**src/rtl/alu_operand_issue_pkg.sv**
```systemverilog
`default_nettype none
// ============================================================================
//  Module      : alu_operand_issue_pkg
//  Description : Shared types and constants for the ID/EX operand issue stage.
//  Revision    : 1.0 - initial release
// ============================================================================
package alu_operand_issue_pkg;

    localparam int DEF_DATA_W = 32;
    localparam int DEF_REG_AW = 5;
    localparam int DEF_CNT_W  = 16;
    localparam int OP_W       = 4;
    localparam int SHAMT_W    = 5;

    localparam logic [OP_W-1:0] ALU_AND = 4'b0000;
    localparam logic [OP_W-1:0] ALU_OR  = 4'b0001;
    localparam logic [OP_W-1:0] ALU_ADD = 4'b0010;
    localparam logic [OP_W-1:0] ALU_XOR = 4'b0011;
    localparam logic [OP_W-1:0] ALU_SLL = 4'b0100;
    localparam logic [OP_W-1:0] ALU_SRL = 4'b0101;
    localparam logic [OP_W-1:0] ALU_SUB = 4'b0110;
    localparam logic [OP_W-1:0] ALU_SLT = 4'b0111;
    localparam logic [OP_W-1:0] ALU_SRA = 4'b1000;
    localparam logic [OP_W-1:0] ALU_BEQ = 4'b1001;
    localparam logic [OP_W-1:0] ALU_BNE = 4'b1010;
    localparam logic [OP_W-1:0] ALU_NOR = 4'b1100;

    // Width-independent control half of the issue register.
    typedef struct packed {
        logic               valid;
        logic [OP_W-1:0]    op;
        logic               use_imm;
        logic               use_shamt;
        logic [SHAMT_W-1:0] shamt;
        logic               mem_read;
        logic               reg_write;
    } issue_ctrl_t;

    localparam issue_ctrl_t BUBBLE = '{
        valid:     1'b0,
        op:        ALU_AND,
        use_imm:   1'b0,
        use_shamt: 1'b0,
        shamt:     '0,
        mem_read:  1'b0,
        reg_write: 1'b0
    };

endpackage
`default_nettype wire

```
**src/rtl/alu_operand_issue_fwd_mux.sv**
```systemverilog
`default_nettype none
// ============================================================================
//  Module      : alu_operand_issue_fwd_mux
//  Description : Per-operand bypass select: EX/MEM, then MEM/WB, then RF value.
//  Revision    : 1.0 - initial release
// ============================================================================
module alu_operand_issue_fwd_mux #(
    parameter int DATA_W = 32,
    parameter int REG_AW = 5
) (
    input  logic [REG_AW-1:0] i_idx,
    input  logic              i_exm_reg_write,
    input  logic [REG_AW-1:0] i_exm_rd,
    input  logic [DATA_W-1:0] i_exm_result,
    input  logic              i_wb_reg_write,
    input  logic [REG_AW-1:0] i_wb_rd,
    input  logic [DATA_W-1:0] i_wb_data,
    input  logic [DATA_W-1:0] i_rf_data,
    output logic [DATA_W-1:0] o_data
);

    logic w_idx_nz;
    logic w_hit_exm;
    logic w_hit_wb;

    // Register 0 is hard-wired, so a write to it must never be bypassed.
    always_comb begin
        w_idx_nz  = (i_idx != '0);
        w_hit_exm = w_idx_nz & i_exm_reg_write & (i_exm_rd == i_idx);
        w_hit_wb  = w_idx_nz & i_wb_reg_write  & (i_wb_rd  == i_idx);
        o_data    = i_rf_data;
        if (w_hit_exm) begin
            o_data = i_exm_result;
        end else if (w_hit_wb) begin
            o_data = i_wb_data;
        end
    end

endmodule
`default_nettype wire

```
**src/rtl/alu_operand_issue.sv**
```systemverilog
`default_nettype none
// ============================================================================
//  Module      : alu_operand_issue
//  Description : ID/EX issue register with operand forwarding, load-use stall
//                and branch-flush bubble injection feeding the ALU.
//  Revision    : 1.0 - initial release
// ============================================================================
module alu_operand_issue
    import alu_operand_issue_pkg::*;
#(
    parameter int DATA_W = DEF_DATA_W,
    parameter int REG_AW = DEF_REG_AW,
    parameter int CNT_W  = DEF_CNT_W
) (
    input  logic              CLK,
    input  logic              RST,
    input  logic              id_valid,
    input  logic [3:0]        id_alu_op,
    input  logic [REG_AW-1:0] id_rs,
    input  logic [REG_AW-1:0] id_rt,
    input  logic [REG_AW-1:0] id_rd,
    input  logic [DATA_W-1:0] id_rs_data,
    input  logic [DATA_W-1:0] id_rt_data,
    input  logic [DATA_W-1:0] id_imm,
    input  logic              id_use_imm,
    input  logic [4:0]        id_shamt,
    input  logic              id_use_shamt,
    input  logic              id_mem_read,
    input  logic              id_reg_write,
    input  logic              flush,
    input  logic              exm_reg_write,
    input  logic [REG_AW-1:0] exm_rd,
    input  logic [DATA_W-1:0] exm_result,
    input  logic              wb_reg_write,
    input  logic [REG_AW-1:0] wb_rd,
    input  logic [DATA_W-1:0] wb_data,
    output logic              stall_id,
    output logic [DATA_W-1:0] Ain,
    output logic [DATA_W-1:0] Bin,
    output logic [3:0]        ALUControl,
    output logic              ex_valid,
    output logic [REG_AW-1:0] ex_rd,
    output logic              ex_mem_read,
    output logic              ex_reg_write,
    output logic [CNT_W-1:0]  bubble_cnt
);

    issue_ctrl_t       r_ctrl_q;
    issue_ctrl_t       w_ctrl_d;
    logic [REG_AW-1:0] r_rs_q, w_rs_d;
    logic [REG_AW-1:0] r_rt_q, w_rt_d;
    logic [REG_AW-1:0] r_rd_q, w_rd_d;
    logic [DATA_W-1:0] r_rs_data_q, w_rs_data_d;
    logic [DATA_W-1:0] r_rt_data_q, w_rt_data_d;
    logic [DATA_W-1:0] r_imm_q, w_imm_d;
    logic [CNT_W-1:0]  r_bubble_cnt_q, w_bubble_cnt_d;

    logic              w_hz;
    logic              w_stall;
    logic              w_issue;
    logic              w_cnt_event;
    logic [DATA_W-1:0] w_fwd_rs;
    logic [DATA_W-1:0] w_fwd_rt;

    // A load in EX cannot supply its data in time for a consumer in ID.
    // Rt only counts as a source when the immediate does not replace it.
    always_comb begin
        w_hz = r_ctrl_q.valid & r_ctrl_q.mem_read & (r_rd_q != '0) & id_valid &
               ((r_rd_q == id_rs) | ((r_rd_q == id_rt) & ~id_use_imm));
        w_stall     = w_hz & ~flush;
        w_issue     = id_valid & ~flush & ~w_stall;
        w_cnt_event = flush | w_stall;
    end

    // Flush dominates stall; either one, or an empty ID, loads a bubble.
    always_comb begin
        w_ctrl_d    = BUBBLE;
        w_rs_d      = '0;
        w_rt_d      = '0;
        w_rd_d      = '0;
        w_rs_data_d = '0;
        w_rt_data_d = '0;
        w_imm_d     = '0;
        if (w_issue) begin
            w_ctrl_d.valid     = 1'b1;
            w_ctrl_d.op        = id_alu_op;
            w_ctrl_d.use_imm   = id_use_imm;
            w_ctrl_d.use_shamt = id_use_shamt;
            w_ctrl_d.shamt     = id_shamt;
            w_ctrl_d.mem_read  = id_mem_read;
            w_ctrl_d.reg_write = id_reg_write;
            w_rs_d             = id_rs;
            w_rt_d             = id_rt;
            w_rd_d             = id_rd;
            w_rs_data_d        = id_rs_data;
            w_rt_data_d        = id_rt_data;
            w_imm_d            = id_imm;
        end
    end

    always_comb begin
        w_bubble_cnt_d = r_bubble_cnt_q;
        if (w_cnt_event && (r_bubble_cnt_q != {CNT_W{1'b1}})) begin
            w_bubble_cnt_d = r_bubble_cnt_q + CNT_W'(1);
        end
    end

    always_ff @(posedge CLK) begin
        if (RST) begin
            r_ctrl_q       <= BUBBLE;
            r_rs_q         <= '0;
            r_rt_q         <= '0;
            r_rd_q         <= '0;
            r_rs_data_q    <= '0;
            r_rt_data_q    <= '0;
            r_imm_q        <= '0;
            r_bubble_cnt_q <= '0;
        end else begin
            r_ctrl_q       <= w_ctrl_d;
            r_rs_q         <= w_rs_d;
            r_rt_q         <= w_rt_d;
            r_rd_q         <= w_rd_d;
            r_rs_data_q    <= w_rs_data_d;
            r_rt_data_q    <= w_rt_data_d;
            r_imm_q        <= w_imm_d;
            r_bubble_cnt_q <= w_bubble_cnt_d;
        end
    end

    alu_operand_issue_fwd_mux #(
        .DATA_W (DATA_W),
        .REG_AW (REG_AW)
    ) u_fwd_rs (
        .i_idx           (r_rs_q),
        .i_exm_reg_write (exm_reg_write),
        .i_exm_rd        (exm_rd),
        .i_exm_result    (exm_result),
        .i_wb_reg_write  (wb_reg_write),
        .i_wb_rd         (wb_rd),
        .i_wb_data       (wb_data),
        .i_rf_data       (r_rs_data_q),
        .o_data          (w_fwd_rs)
    );

    alu_operand_issue_fwd_mux #(
        .DATA_W (DATA_W),
        .REG_AW (REG_AW)
    ) u_fwd_rt (
        .i_idx           (r_rt_q),
        .i_exm_reg_write (exm_reg_write),
        .i_exm_rd        (exm_rd),
        .i_exm_result    (exm_result),
        .i_wb_reg_write  (wb_reg_write),
        .i_wb_rd         (wb_rd),
        .i_wb_data       (wb_data),
        .i_rf_data       (r_rt_data_q),
        .o_data          (w_fwd_rt)
    );

    // Shifts take the amount on Ain, so shamt is zero-extended there.
    always_comb begin
        Ain          = r_ctrl_q.use_shamt ? {{(DATA_W-SHAMT_W){1'b0}}, r_ctrl_q.shamt} : w_fwd_rs;
        Bin          = r_ctrl_q.use_imm ? r_imm_q : w_fwd_rt;
        ALUControl   = r_ctrl_q.op;
        ex_valid     = r_ctrl_q.valid;
        ex_rd        = r_rd_q;
        ex_mem_read  = r_ctrl_q.mem_read;
        ex_reg_write = r_ctrl_q.reg_write;
        bubble_cnt   = r_bubble_cnt_q;
        stall_id     = w_stall;
    end

endmodule
`default_nettype wire

```
**config.mk**
```make
export PLATFORM = sky130hd
export DESIGN_NAME = alu_operand_issue
export DESIGN_NICKNAME = d
export VERILOG_FILES = /design/src/rtl/alu_operand_issue_pkg.sv /design/src/rtl/alu_operand_issue_fwd_mux.sv /design/src/rtl/alu_operand_issue.sv
export SDC_FILE = /design/constraint.sdc
export NUM_CORES = 1
export LEC_CHECK = 0
export BUFFER_PORTS_ARGS = -buffer_cell sky130_fd_sc_hd__buf_2
export CORE_MARGIN = 1
export CORE_UTILIZATION = 49
export CTS_CLUSTER_SIZE = 10
export DETAILED_ROUTE_END_ITERATION = 12
export PLACE_DENSITY = 0.89
export SLEW_MARGIN = 0
export SYNTH_ARGS = -nofsm -noshare
export SYNTH_HDL_FRONTEND = slang
export SYNTH_HIERARCHICAL = 1
export SYNTH_SLANG_ARGS = --single-unit
export TNS_END_PERCENT = 100
```
**constraint.sdc**
```tcl
create_clock -name CLK -period 3.1 [get_ports CLK]
set_input_delay 0.62 -clock CLK [delete_from_list [all_inputs] [get_ports CLK]]
set_output_delay 0.62 -clock CLK [all_outputs]
set_load 0.02 [all_outputs]
```
==> results.py <==
metrics = {
    "detailed_routing": {
        "vias": 8044,
        "dr.pass1.iters": 8,
        "drcViolationCount": 0,
        "drtAntennaViolNets": 0,
        "wl_mm": 28.03,
        "viasPerCell": 6.159,
        "drt_iter0_markers": 1009,
        "post_drt_wl_per_cell_um": 21.46,
    },
    "placed_design": {
        "hpwl_mm": 16.42,
        "port_buffers": 296,
        "gp_congestion": 0.9120,
        "dpl_worst_slack_ps": 236.9,
    },
    "die": {
        "io_pins": 297,
        "initial_utilization_pct": 51.01,
        "dieArea_sq_mm": 0.01516,
        "die_w_um": 123.1,
        "coreArea_sq_mm": 0.01410,
        "dieHeight_um": 123.1,
        "rows": 43,
    },
    "clock_network": {
        "cts_tree": "built",
        "h-tree-depth": 4,
        "clock_latency_ps": 420,
        "cts_hold_buf": 0,
        "cts_sinks": 141,
        "clk_pin_slew_ps": 60,
        "root_buffer": "clkbuf_16",
        "cts_buffers": 17,
        "ctsLongestPathBuffers": 2,
    },
    "worst_hold_path": {
        "min-delay-start": "id_rt_data[26]",
        "hold_path_class": "primary input to flop",
    },
    "cells_and_area": {
        "drive_gt1_share_pct": 41.73,
        "fillerInstances": 983,
        "fin_nets": 1316,
        "area_growth_pct": 41.83,
        "fin_util_pct": 72.35,
    },
    "power_and_ir_drop": {
        "power_frac_seq_pct": 40.6,
        "combPwrFrac_pct": 13.0,
        "p_leak_uw": 0.004343,
        "powerDensity_mw_per_mm2": 455.9,
        "finalPower_uw": 4649,
        "clkPwrFrac_pct": 46.4,
        "max-vdd-ir-drop_mv": 0.3774,
        "p_sw_uw": 1210,
        "p_int_uw": 3440,
        "power_switching_share_pct": 26.02,
    },
    "sta": {
        "hold_viol": 0,
        "finalSetupViolations": 36,
        "setup_slack_ps": -196.7,
        "fin_crit_sh_pct": 106.3,
        "min_period_ps": 3297,
        "timing.fmax_mhz": 303.3,
        "relSlewSlack_pct": 57.15,
        "maxSlewViolCount": 0,
        "rsz0062_at_grt": "yes",
        "clock_skew_ps": 8.144,
        "tightest_slew_ps": 642.8,
    },
    "logic_synthesis": {
        "avgSynthCellArea_sq_um": 8.570,
        "synth_fp_nets": 1044,
        "synth_edf_count": 0,
        "yosysSeqAreaShare_pct": 39.26,
        "syn_inst": 839,
        "synthFlopType": "dfxtp_1",
        "yosys.cell_types.count": 38,
        "syn_area_sq_mm": 0.007191,
        "yosysWarningCount": 6,
        "synthArstFlopShare_pct": 0,
        "ys_ff_latch": 141,
    },
    "setup_path": {
        "crit_type": "flop to primary output",
        "cp-end-kind": "primary output",
        "slowest_delay_ps": 590,
        "slowest_stage": "or4_4",
        "worst_setup_path_start_kind": "flop",
        "rr_startpoint": "bubble_cnt[0]",
        "path_cells": "or4_4, o211ai_4, buf_12, o21ai_0, a31oi_1, nor2b_1, buf_2",
        "critical_path.startpoint": "r_rs_q[1]",
        "worstPathArrival_ps": 2680,
        "worstPathRequired_ps": 2480,
        "path_max_fanout": 16,
    },
    "global_route": {
        "grt_max_degree": 73,
        "gr-total-overflow": 0,
        "grt_pass1_wl_mm": 35.60,
        "antenna_found_initial": 3,
        "grt_pass1_vias": 7124,
        "grt_use_total_pct": 30.81,
    },
    "run_status": {
        "status": "finished with violations",
        "violations": "setup timing",
    },
    "run": {
        "cap_violations": 0,
    },
}
-- worst max-delay path: cells and delay by family (launching register included) --
| family | cells | cell delay [ps] |
|---|---|---|
| buffers and inverters | 2 | 430 |
| AND/OR/NAND/NOR | 2 | 910 |
| AO/OA/AOI/OAI | 3 | 600 |
| flip-flops | 1 | 330 |
-- stage by stage --
step	instances	hold slack, ps	cell area, sq um	setup TNS (ps)
2_1_floorplan	839	587.7	7191	0
4_1_cts	1293	377.3	9444	-28.06
3_5_place_dp	1261	537.5	8778	0
3_3_place_gp	1261	520.0	8778	0
5_1_grt	1306	381.1	10200	-5221
6_report	1306	391.4	10200	-2821
-- registers in the layout (all words and copies together), names as in the netlist --
| name | count |
|---|---|
| ex_rd | 5 |
| bubble_cnt | 16 |
| r_imm_q | 32 |
| ex_reg_write | 1 |
| ALUControl | 4 |
| ex_valid | 1 |
| r_ctrl_q | 7 |
| r_rs_q | 5 |
| r_rt_data_q | 32 |
| r_rt_q | 5 |
| ex_mem_read | 1 |
| r_rs_data_q | 32 |
-- cells in the final DEF, fill, tap and decap left out, drive strengths merged, types with 6 or more instances in the layout --
cell type    n
buf        326
dfxtp      141
and2       124
nand3       78
o21ai       74
nor3        65
a31oi       64
mux2        52
nor2b       42
xnor2       30
clkbuf      24
nor2        18
nand4       17
nand2       13
and4         7
and3         7
inv          6
-- power groups by stage --
stage,Clock (uW),Combinational (uW),Sequential [uW]
finish,2160,606,1890
global route,2250,641,1890
CTS,2160,519,1880
detailed placement,0,511,1920
global placement,0,500,1920
floorplan,0,261,1920
-- timing repair --
item	4_1_cts	5_1_grt
endpoints found under the hold margin	0	0
resized for setup	11	156
buffers inserted	0	3
endpoints found under the setup margin	46	57
cloned	0	8
pin swaps	0	6
-- path summary, 6_finish.rpt --
kind	to	slack, ps	depth (start not counted)
setup / recovery	Ain[12]	-200	7
hold / removal	r_rt_data_q[26]	390	2
setup reg to reg	bubble_cnt[13]	680	6
hold reg to reg	bubble_cnt[1]	560	2
-- logic make-up (layout without fill, tap and decap cells) --
logic type / Yosys count / count (layout) / synth area share, %
AOI/OAI and AO/OA: 154 / 154 / 13.07
xor gates and xnor gates: 30 / 30 / 3.654
adders and majority gates: 1 / 1 / 0.1740
buffers and inverters: 80 / 365 / 5.620
DFF: 141 / 141 / 39.26
muxes: 53 / 53 / 8.283
other: 0 / 2 / 0
and+or+nand+nor: 380 / 380 / 29.95
-- per-layer routing --
layer  routed length, um  vias up  track usage, %
li1                    -     3513               -
met1                9701     3598           35.62
met2               12920      727           51.08
met3                3728      204           8.810
met4                1665        2           17.09
met5                  13        -               0
-- layout make-up --
cell class / count / area, sq um / area share (%)
multi-input combinational: 618 / 4275 / 41.92
sequential: 141 / 2830 / 27.75
timing repair buffer: 332 / 2238 / 21.95
clock buffer: 18 / 439.2 / 4.306
tap: 180 / 225.2 / 2.208
clock inverter: 14 / 181.4 / 1.779
antenna: 2 / 5.005 / 0.04907
inverter: 1 / 3.754 / 0.03681
-- synth_stat cells, types with 6 or more instances --
| cell type | count | share of area (%) |
|---|---|---|
| o21ai_0 | 64 | 4.5 |
| nand2_1 | 13 | 0.68 |
| mux2_2 | 52 | 8.1 |
| buf_6 | 6 | 0.94 |
| xnor2_1 | 30 | 3.7 |
| buf_2 | 11 | 0.77 |
| buf_4 | 10 | 1.0 |
| and2_1 | 124 | 11 |
| nor2b_1 | 42 | 3.7 |
| nor2_1 | 18 | 0.94 |
| clkbuf_2 | 6 | 0.42 |
| a31oi_1 | 64 | 5.6 |
| nand3_1 | 78 | 5.4 |
| clkbuf_1 | 42 | 2.2 |
| dfxtp_1 | 141 | 39 |
| and3_1 | 7 | 0.61 |
| nor3_1 | 65 | 4.5 |
| and4_1 | 7 | 0.85 |
| o21ai_1 | 10 | 0.70 |
| nand4_1 | 17 | 1.5 |
Power figures use the tool's default switching activity.
